$ cat config.mk
export PLATFORM = sky130hd
export DESIGN_NAME = mop_arbiter
export DESIGN_NICKNAME = d
export VERILOG_FILES = /design/src/rtl/mop_arbiter.sv
export SDC_FILE = /design/constraint.sdc
export NUM_CORES = 1
export LEC_CHECK = 0
export BUFFER_PORTS_ARGS = -buffer_cell sky130_fd_sc_hd__buf_4
export CAP_MARGIN = 20
export CORE_UTILIZATION = 50
export CTS_CLUSTER_DIAMETER = 60
export DETAILED_ROUTE_END_ITERATION = 16
export PLACE_DENSITY = 0.93
export REMOVE_ABC_BUFFERS = 1
export SLEW_MARGIN = 20
export SYNTH_ARGS = -nofsm -noshare
export SYNTH_HDL_FRONTEND = slang
export SYNTH_SLANG_ARGS = --single-unit
export TNS_END_PERCENT = 10
$ cat constraint.sdc
create_clock -name clk -period 5.6 [get_ports clk]
set_clock_uncertainty 0.2 [all_clocks]
set_input_delay 0.56 -clock clk [delete_from_list [all_inputs] [get_ports clk]]
set_output_delay 0.56 -clock clk [all_outputs]
set_load 0.02 [all_outputs]
$ cat src/rtl/mop_arbiter.sv
// Two-requester arbiter for a shared operational unit: round-robin tie break,
// done-based release, per-grant watchdog and a one-cycle dead gap between owners.
module mop_arbiter #(
    parameter int unsigned MW     = 9,
    parameter int unsigned MAXCYC = 255
) (
    input  logic          clk,
    input  logic          res,
    input  logic          req0,
    input  logic          req1,
    input  logic          done0,
    input  logic          done1,
    input  logic [MW-1:0] mop0,
    input  logic [MW-1:0] mop1,
    input  logic          xin,
    input  logic          yin,
    output logic [MW-1:0] mop,
    output logic          gnt0,
    output logic          gnt1,
    output logic          x0,
    output logic          y0,
    output logic          x1,
    output logic          y1,
    output logic          busy,
    output logic          err
);

    localparam int unsigned CW = 8;
    localparam logic [CW-1:0] LIMIT = CW'(MAXCYC - 1);

    typedef enum logic [1:0] {IDLE, OWN0, OWN1, GAP} state_t;

    state_t        state, state_n;
    logic          last, last_n;
    logic [CW-1:0] cnt, cnt_n;
    logic          err_n;

    // Next-state: done wins over watchdog expiry; last-owner flips the tie break.
    always_comb begin
        state_n = state;
        last_n  = last;
        cnt_n   = cnt;
        err_n   = 1'b0;
        case (state)
            IDLE: begin
                cnt_n = '0;
                if (req0 && (!req1 || last)) begin
                    state_n = OWN0;
                end else if (req1) begin
                    state_n = OWN1;
                end
            end
            OWN0: begin
                if (done0) begin
                    state_n = GAP;
                    last_n  = 1'b0;
                end else if (cnt == LIMIT) begin
                    state_n = GAP;
                    last_n  = 1'b0;
                    err_n   = 1'b1;
                end else begin
                    cnt_n = cnt + CW'(1);
                end
            end
            OWN1: begin
                if (done1) begin
                    state_n = GAP;
                    last_n  = 1'b1;
                end else if (cnt == LIMIT) begin
                    state_n = GAP;
                    last_n  = 1'b1;
                    err_n   = 1'b1;
                end else begin
                    cnt_n = cnt + CW'(1);
                end
            end
            GAP:     state_n = IDLE;
            default: state_n = IDLE;
        endcase
    end

    always_ff @(posedge clk or negedge res) begin
        if (!res) begin
            state <= IDLE;
            last  <= 1'b1;
            cnt   <= '0;
            gnt0  <= 1'b0;
            gnt1  <= 1'b0;
            busy  <= 1'b0;
            err   <= 1'b0;
        end else begin
            state <= state_n;
            last  <= last_n;
            cnt   <= cnt_n;
            gnt0  <= (state_n == OWN0);
            gnt1  <= (state_n == OWN1);
            busy  <= (state_n == OWN0) || (state_n == OWN1);
            err   <= err_n;
        end
    end

    // Datapath routing follows the owner; the non-owner and dead cycles see zeros.
    always_comb begin
        mop = '0;
        x0  = 1'b0;
        y0  = 1'b0;
        x1  = 1'b0;
        y1  = 1'b0;
        if (state == OWN0) begin
            mop = mop0;
            x0  = xin;
            y0  = yin;
        end else if (state == OWN1) begin
            mop = mop1;
            x1  = xin;
            y1  = yin;
        end
    end

endmodule

==> results of run 1 <==
layout make-up:
| cell class | count | area [sq um] |
|---|---|---|
| clock buffer | 3 | 22.5 |
| clock inverter | 1 | 5.00 |
| fill | 150 | 538 |
| inverter | 10 | 37.5 |
| multi-input combinational | 83 | 623 |
| sequential | 15 | 377 |
| tap | 27 | 33.8 |
| timing repair buffer | 43 | 325 |
final timing paths:
kind | cells past startpoint | start | to
worst max-delay path | 6 | state[0]$_DFF_PN0_ | mop[0]
worst max register to register | 6 | state[1]$_DFF_PN0_ | cnt[3]$_DFFE_PN0P_
worst min-delay path | 1 | last$_DFFE_PN1P_ | last$_DFFE_PN1P_
min in group asynchronous | 2 | res | state[0]$_DFF_PN0_
max in group asynchronous | 2 | res | last$_DFFE_PN1P_
worst min register to register | 1 | last$_DFFE_PN1P_ | last$_DFFE_PN1P_
report_power, final:
| part | internal [W] | switching, W | leakage, nW | total (W) |
|---|---|---|---|---|
| clock | 0.0000267 | 0.0000399 | 0.0177 | 0.0000666 |
| combinational | 0.000191 | 0.000266 | 0.503 | 0.000457 |
| sequential | 0.000146 | 0.0000281 | 0.195 | 0.000174 |
flip-flops by register name, summed over array words and instances, names as in the netlist:
register  cells
cnt           8
state         2
busy          1
err           1
gnt0          1
gnt1          1
last          1
through the flow:
stage                     instance area (sq um)  worst slack [ns]  power (W)
after CTS                                  1420              2.70   0.000702
after global placement                     1390              3.18   0.000611
after detailed placement                   1390              3.05   0.000635
final                                      1420              2.68   0.000698
after floorplan                            1040              3.32   0.000483
after global routing                       1420              2.47   0.000766
layer usage:
metal | global-route usage | wire length [um] | vias to the layer above
met3 | 0.0830 | 188 | 5
met4 | 0.150 | 46 | 0
met2 | 0.397 | 1240 | 41
met1 | 0.285 | 1090 | 479
met5 | 0 | 0 | -
li1 | - | - | 504
cells by family after synthesis:
group	after synthesis	synth area share
mux	2	0.0190
flops	15	0.358
buf+inv	13	0.0488
compound gates	32	0.260
simple gates	41	0.219
fa+ha+maj	8	0.0952
cell usage in the layout, fill, tap and decap left out, drive strengths merged, types with 4 or more instances in the layout:
cell type  count
nand2b         4
dfrtp         14
nand2          7
nor2           7
inv           10
buf           42
a22o           9
o21ai          4
ha             8
and3           4
nand3          4
==> key figures, run 1 <==
Status
  • Outcome: finished, final reports clean

Route
  • Final ANT Viol Nets: 0
  • Vias per inst: 5.65
  • Via count: 1029
  • DRC Markers: 0
  • DRT Wirelength: ~2.6 mm
  • Avg WL per Cell: approximately 14 um
  • DR pass1 iterations: 5
  • Initial drt markers: 24

Logic synthesis
  • Post-synth top cells: 14 x dfrtp_1, 10 x inv_1, 9 x a22o_1
  • Area contributors post-synth: dfrtp_1 33%, ha_1 9.5%, a22o_1 7.5%, inv_1 3.6%, dfstp_2 2.5%
  • Synth Area per Inst: between 9 and 10 sq um
  • Post-Syn Area: ~1100 sq um
  • Post-synthesis sequential area ratio: 0.358
  • Synth top area share: 0.333
  • Async SR Flop Fraction: 1.00
  • Count leader, synth: dfrtp_1
  • Yosys top cell by area: dfrtp_1
  • Synth cell types: 38
  • Synthesis warning total: 0
  • #FFs+latches synth: 15
  • Top_reg_cell synth: dfrtp_1
  • Number of flops mapped to enable cells by yosys: 0
  • Mapped Cells: approximately 110

Global routing
  • First-pass GRT wire length: around 3.9 mm
  • Number of global-route vias before repair: slightly below 900
  • GR Util All Layers: 0.248
  • GRT Residual Overflow: 0
  • Pin count of the biggest net entering global routing: 16
  • Initial antenna violation count: 0

Timing
  • Worst slew margin relative to its limit: 0.617
  • Total negative slack: 0 ns
  • Final hold vios: 0
  • Hold slack final: ~0.34 ns
  • Max Slew Vio Count: 0
  • Final Setup Violations: 0
  • RSZ-0062 raised after global routing: no
  • Slew of the pin with the lowest slew margin: about 0.58 ns
  • Final period utilization: 0.521
  • Period minus WS final: 2.92 ns
  • Max Clock Freq: around 340 MHz

Power and ir drop
  • Power Density: ~500 nW/um^2
  • Static leakage: about 0.72 nW
  • Peak VDD IR: between 0.2 and 0.3 mV

Clock tree
  • H-tree depth: 1
  • CTS tree: yes
  • Clock latency on the worst-skew pair: ~0.30 ns
  • # Post-CTS Setup Buffers: 0
  • CTS clk-pin slew, worst paths: approximately 0.10 ns
  • Clock root buffer: clkbuf_4
  • Cts hold-fix bufs: 1
  • CTS max path bufs: 2
  • Post-CTS sizing: 0
  • CTS Sinks: 15
  • Num CTS Buffers: 3

Worst setup path
  • Worst path required time: 4.84 ns
  • Crit path DAT: between 2 and 2.5 ns
  • Worst Setup Start Kind: flop
  • Most numerous cell on the critical path: inv_1
  • CP max stage delay: 0.45 ns
  • Crit Path Max Fanout: 9
  • Setup CP Type: reg -> out
  • R2r setup slk: about 3.3 ns
  • CP max-delay cell: nor2_1
  • WP buf/inv: 3
  • Worst-path cell chain: inv_1 -> ha_1 -> inv_1 -> nor2_1 -> a22o_1 -> buf_4
  • Kind of cell adding the most delay to the critical path: simple AND/OR/NAND/NOR gates
  • CP endpoint kind: output port

Final layout
  • Final #Nets: 190
  • Layout cells sized above 1: 0.342
  • Fin cells: between 150 and 200
  • Syn-to-layout area delta: 35.5%
  • Number of diodes: 0
  • Final Util: 0.726

Floorplanning
  • Die area: approximately 2300 sq um
  • DIE WIDTH: ~48 um
  • Std cell rows: 16
  • Core area: 1960 sq um
  • I/O pin total: between 40 and 50
  • Starting Density: 0.536
  • Die Ht: around 48 um

Placed design
  • Detailed Place HPWL: 1.95 mm
  • Post-Place Cells: 177
  • Placer Congestion: 0.936
  • IO buf count: 42

Hold path
  • Hold Crit Class: reg -> reg

Run
  • MaxCap Viol Count: 0
Note: power is estimated with default switching activity, not from simulation.
==> inputs of run 2 (changes only) <==
CORE_UTILIZATION = 43   (was 50)
PLACE_DENSITY = 0.85   (was 0.93)
clock period = 2.4 ns   (was 5.6 ns; I/O delays follow)
==> key figures, run 2 (same netlist as run 1, synthesis figures left out) <==
Route
  • DR pass1 iterations: 4 (was 5)
  • Vias per inst: 5.63 (was 5.65)
  • DRC Markers: 0 (unchanged)
  • DRT Wirelength: 2.68 mm (was 2.57 mm)
  • Via count: 1047 (was 1029)
  • Final ANT Viol Nets: 0 (unchanged)
  • Avg WL per Cell: 14.4 um (was 14.1 um)
  • Initial drt markers: 25 (was 24)

Global routing
  • Number of global-route vias before repair: 944 (was 894)
  • Initial antenna violation count: 0 (unchanged)
  • First-pass GRT wire length: 4.26 mm (was 3.89 mm)
  • GRT Residual Overflow: 0 (unchanged)
  • Pin count of the biggest net entering global routing: 16 (unchanged)
  • GR Util All Layers: 0.220 (was 0.248)

Worst setup path
  • Reg-to-reg startpoint: state[0]$_DFF_PN0_ (was state[1]$_DFF_PN0_)
  • Worst setup path end: mop[2] (was mop[0])
  • Setup CP Type: reg -> out (unchanged)
  • RR Endpoint: cnt[6]$_DFFE_PN0P_ (was cnt[3]$_DFFE_PN0P_)
  • Worst Setup Start Kind: flop (unchanged)
  • Worst path required time: 1.96 ns (was 4.84 ns)
  • R2R cell count: 6 (unchanged)
  • Crit path DAT: 1.84 ns (was 2.16 ns)
  • R2r setup slk: 0.24 ns (was 3.28 ns)
  • CP endpoint kind: output port (unchanged)
  • Critical Path Source: state[0]$_DFF_PN0_ (unchanged)
  • Crit Path Max Fanout: 9 (unchanged)

Timing
  • Max Slew Vio Count: 0 (unchanged)
  • Total negative slack: 0 ns (unchanged)
  • Final period utilization: 0.950
  • Max Clock Freq: approximately 440 MHz
  • Final Setup Violations: 0 (unchanged)
  • Worst slew margin relative to its limit: 0.595 (was 0.617)
  • RSZ-0062 raised after global routing: no (unchanged)
  • Slew of the pin with the lowest slew margin: 0.604 ns (was 0.575 ns)
  • Period minus WS final: between 2 and 2.5 ns
  • Final hold vios: 0 (unchanged)

Run
  • MaxCap Viol Count: 0 (unchanged)

Floorplanning
  • DIE WIDTH: 51.4 um (was 47.8 um)
  • Std cell rows: 17 (was 16)
  • I/O pin total: 43 (unchanged)
  • Starting Density: 0.466 (was 0.536)
  • Die Ht: 51.4 um (was 47.8 um)
  • Core area: 2250 sq um (was 1960 sq um)
  • Die area: 2650 sq um (was 2290 sq um)

Placed design
  • Post-Place Cells: 181 (was 177)
  • IO buf count: 42 (unchanged)
  • Detailed Place HPWL: 2.07 mm (was 1.95 mm)
  • Placer Congestion: 0.833 (was 0.936)

Final layout
  • Most frequent cells in the layout: 45 x buf_4, 14 x dfrtp_1, 10 x inv_1, 9 x a22o_1 (was 42 x buf_4, 14 x dfrtp_1, 10 x inv_1, 9 x a22o_1, 8 x ha_1)
  • Top Registers: cnt: 8 flops, state: 2 flops (unchanged)
  • Final Util: 0.644 (was 0.726)
  • Largest register by flop count: cnt (unchanged)
  • Max FFs per register: 8 (unchanged)
  • Syn-to-layout area delta: 38.2% (was 35.5%)
  • Fin cells: 186 (was 182)
  • Layout cells sized above 1: 0.367 (was 0.342)
  • Final #Nets: 193 (was 190)
  • Number of diodes: 0 (unchanged)
  • Most common cell after layout, fill and taps aside: buf_4 (unchanged)

Clock tree
  • Clock root buffer: clkbuf_4 (unchanged)
  • CTS tree: yes (unchanged)
  • Num CTS Buffers: 3 (unchanged)
  • CTS max path bufs: 2 (unchanged)
  • # Post-CTS Setup Buffers: 0 (unchanged)
  • H-tree depth: 1 (unchanged)
  • CTS clk-pin slew, worst paths: 0.10 ns (about the same)
  • CTS Sinks: 15 (unchanged)
  • Clock latency on the worst-skew pair: 0.29 ns (was 0.30 ns)

Power and ir drop
  • Peak VDD IR: 0.625 mV (was 0.279 mV)
  • Static leakage: 0.728 nW (was 0.716 nW)
  • Power Density: 1160 nW/um^2 (was 490 nW/um^2)

Hold path
  • Hold Crit Class: in -> async (was reg -> reg)

Status
  • Outcome: finished, final reports clean (unchanged)
==> run 2: cell count changes in the layout (fill, tap and decap cells not counted) <==
cell | previous run | this run
buf_4 | 42 | 45
ha_1 | 8 | 6
ha_2 | 0 | 2
==> run 2: worst max-delay path, stage by stage, from the launching register on <==
cell     delay (ns)
dfrtp_1        0.44
inv_1          0.15
ha_2           0.31
inv_1          0.09
nor2_1         0.11
buf_4          0.17
a22o_1         0.14
buf_4          0.14
==> run 2: cell type report <==
| cell class | instances | area [sq um] |
|---|---|---|
| Timing Repair Buffer | 46 | 348 |
| Sequential cell | 15 | 377 |
| Clock inverter | 1 | 5.00 |
| Multi-Input combinational cell | 83 | 628 |
| Fill cell | 196 | 802 |
| Inverter | 10 | 37.5 |
| Clock buffer | 3 | 22.5 |
| Tap cell | 28 | 35.0 |
==> run 2: layer usage <==
layer | track usage | wire length [um]
met1 | 0.278 | 1160
met2 | 0.368 | 1340
met3 | 0.0476 | 135
met4 | 0.0721 | 38
met5 | 0 | 0
==> run 2: how the worst min path moves through the flow <==
stage               slack [ns]             end  startpoint
global placement          -0.1  gnt0$_DFF_PN0_         res
detailed placement        -0.1  busy$_DFF_PN0_         res
floorplan                -0.26  busy$_DFF_PN0_         res
global route              0.13  gnt0$_DFF_PN0_         res
finish                    0.13  busy$_DFF_PN0_         res
CTS                       0.13  busy$_DFF_PN0_         res
==> run 2: power breakdown <==
group	internal [W]	switching [W]	leakage [nW]	total [W]
registers	0.000341	0.0000730	0.195	0.000414
clock network	0.0000621	0.0000858	0.0177	0.000148
logic	0.000484	0.000643	0.515	0.00113
total	0.000887	0.000802	0.728	0.00169
==> run 2: through the flow <==
step                hold WS (ns)  area, sq um  setup slack [ns]  total power, W
floorplan                 -0.256         1040             0.350         0.00113
global placement         -0.0977         1410             0.252         0.00148
detailed placement       -0.0961         1410             0.125         0.00153
CTS                        0.130         1450            0.0299         0.00169
global route               0.128         1450           0.00283         0.00182
finish                     0.127         1450             0.121         0.00169
==> run 2: timing repair <==
item | 4_1_cts | 5_1_grt
resized for setup | 1 | 1
endpoints found under the hold margin | 15 | 0
hold buffers | 1 | 0
endpoints found under the setup margin | 2 | 9
==> inputs of run 3 (changes only) <==
ABC_AREA = 1   (was not set)
==> key figures, run 3 <==
Power and ir drop
  • Sequential share of power: 0.238 (was 0.245)
  • Clock Power Share: 0.101 (was 0.088)
  • Power Density: 1090 nW/um^2 (was 1160 nW/um^2)
  • Peak VDD IR: 0.731 mV (was 0.625 mV)
  • Switch share: 0.514 (was 0.475)
  • Logic pwr share: 0.661 (was 0.667)
  • Static leakage: 0.786 nW (was 0.728 nW)
  • Switching power: 0.000807 W (was 0.000802 W)
  • Int Pwr: 0.000764 W (was 0.000887 W)

Clock tree
  • Clock latency on the worst-skew pair: 0.30 ns (was 0.29 ns)
  • CTS clk-pin slew, worst paths: 0.11 ns (was 0.10 ns)
  • Num CTS Buffers: 3 (unchanged)
  • CTS max path bufs: 2 (unchanged)
  • Clock root buffer: clkbuf_4 (unchanged)
  • CTS tree: yes (unchanged)
  • CTS Sinks: 15 (unchanged)
  • H-tree depth: 1 (unchanged)
  • Post-CTS sizing: 0 (was 1)

Floorplanning
  • Die Ht: 52.3 um (was 51.4 um)
  • Starting Density: 0.474 (was 0.466)
  • I/O pin total: 43 (unchanged)
  • DIE WIDTH: 52.3 um (was 51.4 um)
  • Core area: 2300 sq um (was 2250 sq um)
  • Std cell rows: 17 (unchanged)
  • Die area: 2740 sq um (was 2650 sq um)

Timing
  • Total negative slack: 0 ns (unchanged)
  • Slew of the pin with the lowest slew margin: 0.462 ns (was 0.604 ns)
  • Worst slew margin relative to its limit: 0.692 (was 0.595)
  • Final period utilization: 0.901 (was 0.950)
  • Final hold vios: 0 (unchanged)
  • Max Clock Freq: 462 MHz (was 439 MHz)
  • Period minus WS final: 2.16 ns (was 2.28 ns)
  • RSZ-0062 raised after global routing: no (unchanged)
  • Max Slew Vio Count: 0 (unchanged)
  • Final Setup Violations: 0 (unchanged)

Logic synthesis
  • Synth cell types: 22 (was 38)
  • #FFs+latches synth: 15 (unchanged)
  • Count leader, synth: nand2_1 (was dfrtp_1)
  • Number of flops mapped to enable cells by yosys: 0 (unchanged)
  • Top_reg_cell synth: dfrtp_1 (unchanged)
  • Async SR Flop Fraction: 1.00 (unchanged)
  • Synth top area share: 0.322 (was 0.333)
  • Mapped Cells: 159 (was 111)
  • Post-synth top cells: 55 x nand2_1, 18 x nand3_1, 17 x inv_1 (was 14 x dfrtp_1, 10 x inv_1, 9 x a22o_1)
  • Post-Syn Area: 1090 sq um (was 1050 sq um)
  • Synthesis warning total: 0 (unchanged)
  • Synth Area per Inst: 6.85 sq um (was 9.47 sq um)
  • Post-synthesis sequential area ratio: 0.346 (was 0.358)
  • Area contributors post-synth: dfrtp_1 32%, nand2_1 19%, ha_1 9.2%, nand3_1 8.3%, o21ai_0 6.0% (was dfrtp_1 33%, ha_1 9.5%, a22o_1 7.5%, inv_1 3.6%, dfstp_2 2.5%)
  • Yosys top cell by area: dfrtp_1 (unchanged)

Placed design
  • IO buf count: 42 (unchanged)
  • Detailed Place HPWL: 2.04 mm (was 2.07 mm)
  • Placer Congestion: 0.785 (was 0.833)
  • Placed Area: 1400 sq um (was 1410 sq um)

Worst setup path
  • Crit path DAT: 1.72 ns (was 1.84 ns)
  • Setup CP Type: reg -> out (unchanged)
  • Worst Setup Start Kind: flop (unchanged)
  • Worst path required time: 1.96 ns (about the same)
  • Crit Path Max Fanout: 14 (was 9)
  • R2R cell count: 7 (was 6)
  • CP endpoint kind: output port (unchanged)

Final layout
  • Final #Nets: 235 (was 193)
  • Number of diodes: 0 (unchanged)
  • Layout cells sized above 1: 0.260 (was 0.367)
  • Most common cell after layout, fill and taps aside: nand2_1 (was buf_4)
  • Top Registers: cnt: 8 flops, state: 2 flops (unchanged)
  • Fin area: 1440 sq um (was 1450 sq um)
  • Max FFs per register: 8 (unchanged)
  • Syn-to-layout area delta: 32.5% (was 38.2%)
  • Largest register by flop count: cnt (unchanged)
  • Fill count: 202 (was 196)
  • Most frequent cells in the layout: 55 x nand2_1, 43 x buf_4, 18 x nand3_1, 17 x inv_1, 14 x dfrtp_1 (was 45 x buf_4, 14 x dfrtp_1, 10 x inv_1, 9 x a22o_1)

Hold path
  • Hold Crit Class: in -> reg (was in -> async)
  • Hold path cells: 4

Global routing
  • Pin count of the biggest net entering global routing: 17 (was 16)
  • First-pass GRT wire length: 4.26 mm (unchanged)
  • GR Util All Layers: 0.208 (was 0.220)
  • GRT Residual Overflow: 0 (unchanged)
  • Number of global-route vias before repair: 1067 (was 944)
  • Initial antenna violation count: 0 (unchanged)

Status
  • Outcome: finished, final reports clean (unchanged)

Run
  • MaxCap Viol Count: 0 (unchanged)

Route
  • Final ANT Viol Nets: 0 (unchanged)
  • Avg WL per Cell: 11.4 um (was 14.4 um)
  • DRT Wirelength: 2.60 mm (was 2.68 mm)
  • Vias per inst: 5.24 (was 5.63)
  • Via count: 1194 (was 1047)
  • DR pass1 iterations: 4 (unchanged)
  • Initial drt markers: 18 (was 25)
  • DRC Markers: 0 (unchanged)
==> run 3: worst paths after layout <==
path / start / to / slack (ns)
max in group asynchronous: res / last$_DFFE_PN1P_ / 1.64
max: state[0]$_DFF_PN0_ / mop[3] / 0.24
min: done0 / err$_DFF_PN0_ / 0.02
max reg2reg: state[0]$_DFF_PN0_ / cnt[5]$_DFFE_PN0P_ / 0.38
min in group asynchronous: res / cnt[1]$_DFFE_PN0P_ / 0.11
min reg2reg: last$_DFFE_PN1P_ / last$_DFFE_PN1P_ / 0.33
==> run 3: timing repair <==
action                     4_1_cts  5_1_grt
hold endpoints to repair        15        0
setup endpoints to repair        0        0
setup buffers                    0        0
hold buffers                     1        0
==> run 3: cells by family (layout without fill, tap and decap cells) <==
| kind of cell | Yosys count | after routing | share of synthesized area |
|---|---|---|---|
| adder cells (fa/ha/maj) | 8 | 8 | 0.0920 |
| XOR/XNOR | 1 | 1 | 0.00805 |
| flip-flops | 15 | 15 | 0.346 |
| AND/OR/NAND/NOR | 91 | 91 | 0.354 |
| buffers and inverters | 24 | 65 | 0.0988 |
| AO/OA/AOI/OAI | 20 | 20 | 0.101 |
==> run 3: stage by stage <==
stage	hold slack, ns	power [W]	instances	setup WS (ns)	util
finish	0.0158	0.00157	228	0.238	0.628
detailed placement	-0.0952	0.00142	223	0.397	0.611
global route	0.00827	0.00172	228	0.0768	0.628
global placement	-0.0983	0.00136	223	0.522	0.611
CTS	0.00284	0.00158	228	0.233	0.628
floorplan	-0.256	0.00104	152	0.316	-
==> run 3: routing by layer <==
layer  track usage  part of all wire  vias up
li1              -                 -      583
met1         0.223              0.40      544
met2         0.397              0.51       60
met3        0.0551             0.080        7
met4        0.0526             0.012        0
met5             0                 0        -
==> run 3: worst max-delay path: stages, from the launching register on <==
cell and delay (ns):
dfrtp_1 0.42, inv_1 0.16, ha_1 0.47, nand3_1 0.14, nand2_1 0.09, buf_4 0.14
==> run 3: power by group through the flow <==
stage | clock network, W | registers, W | logic [W]
3_5_place_dp | 0 | 0.000379 | 0.00104
2_1_floorplan | 0 | 0.000396 | 0.000643
3_3_place_gp | 0 | 0.000374 | 0.000985
5_1_grt | 0.000178 | 0.000383 | 0.00116
6_report | 0.000159 | 0.000374 | 0.00104
4_1_cts | 0.000161 | 0.000374 | 0.00104
==> run 3: cell type report <==
type	instances	area, sq um	area share
Clock buffer	3	22.5	0.0156
Inverter	17	63.8	0.0442
Multi-Input combinational cell	120	604	0.419
Tap cell	28	35.0	0.0243
Clock inverter	1	7.51	0.00520
Sequential cell	15	377	0.261
Timing Repair Buffer	44	333	0.231
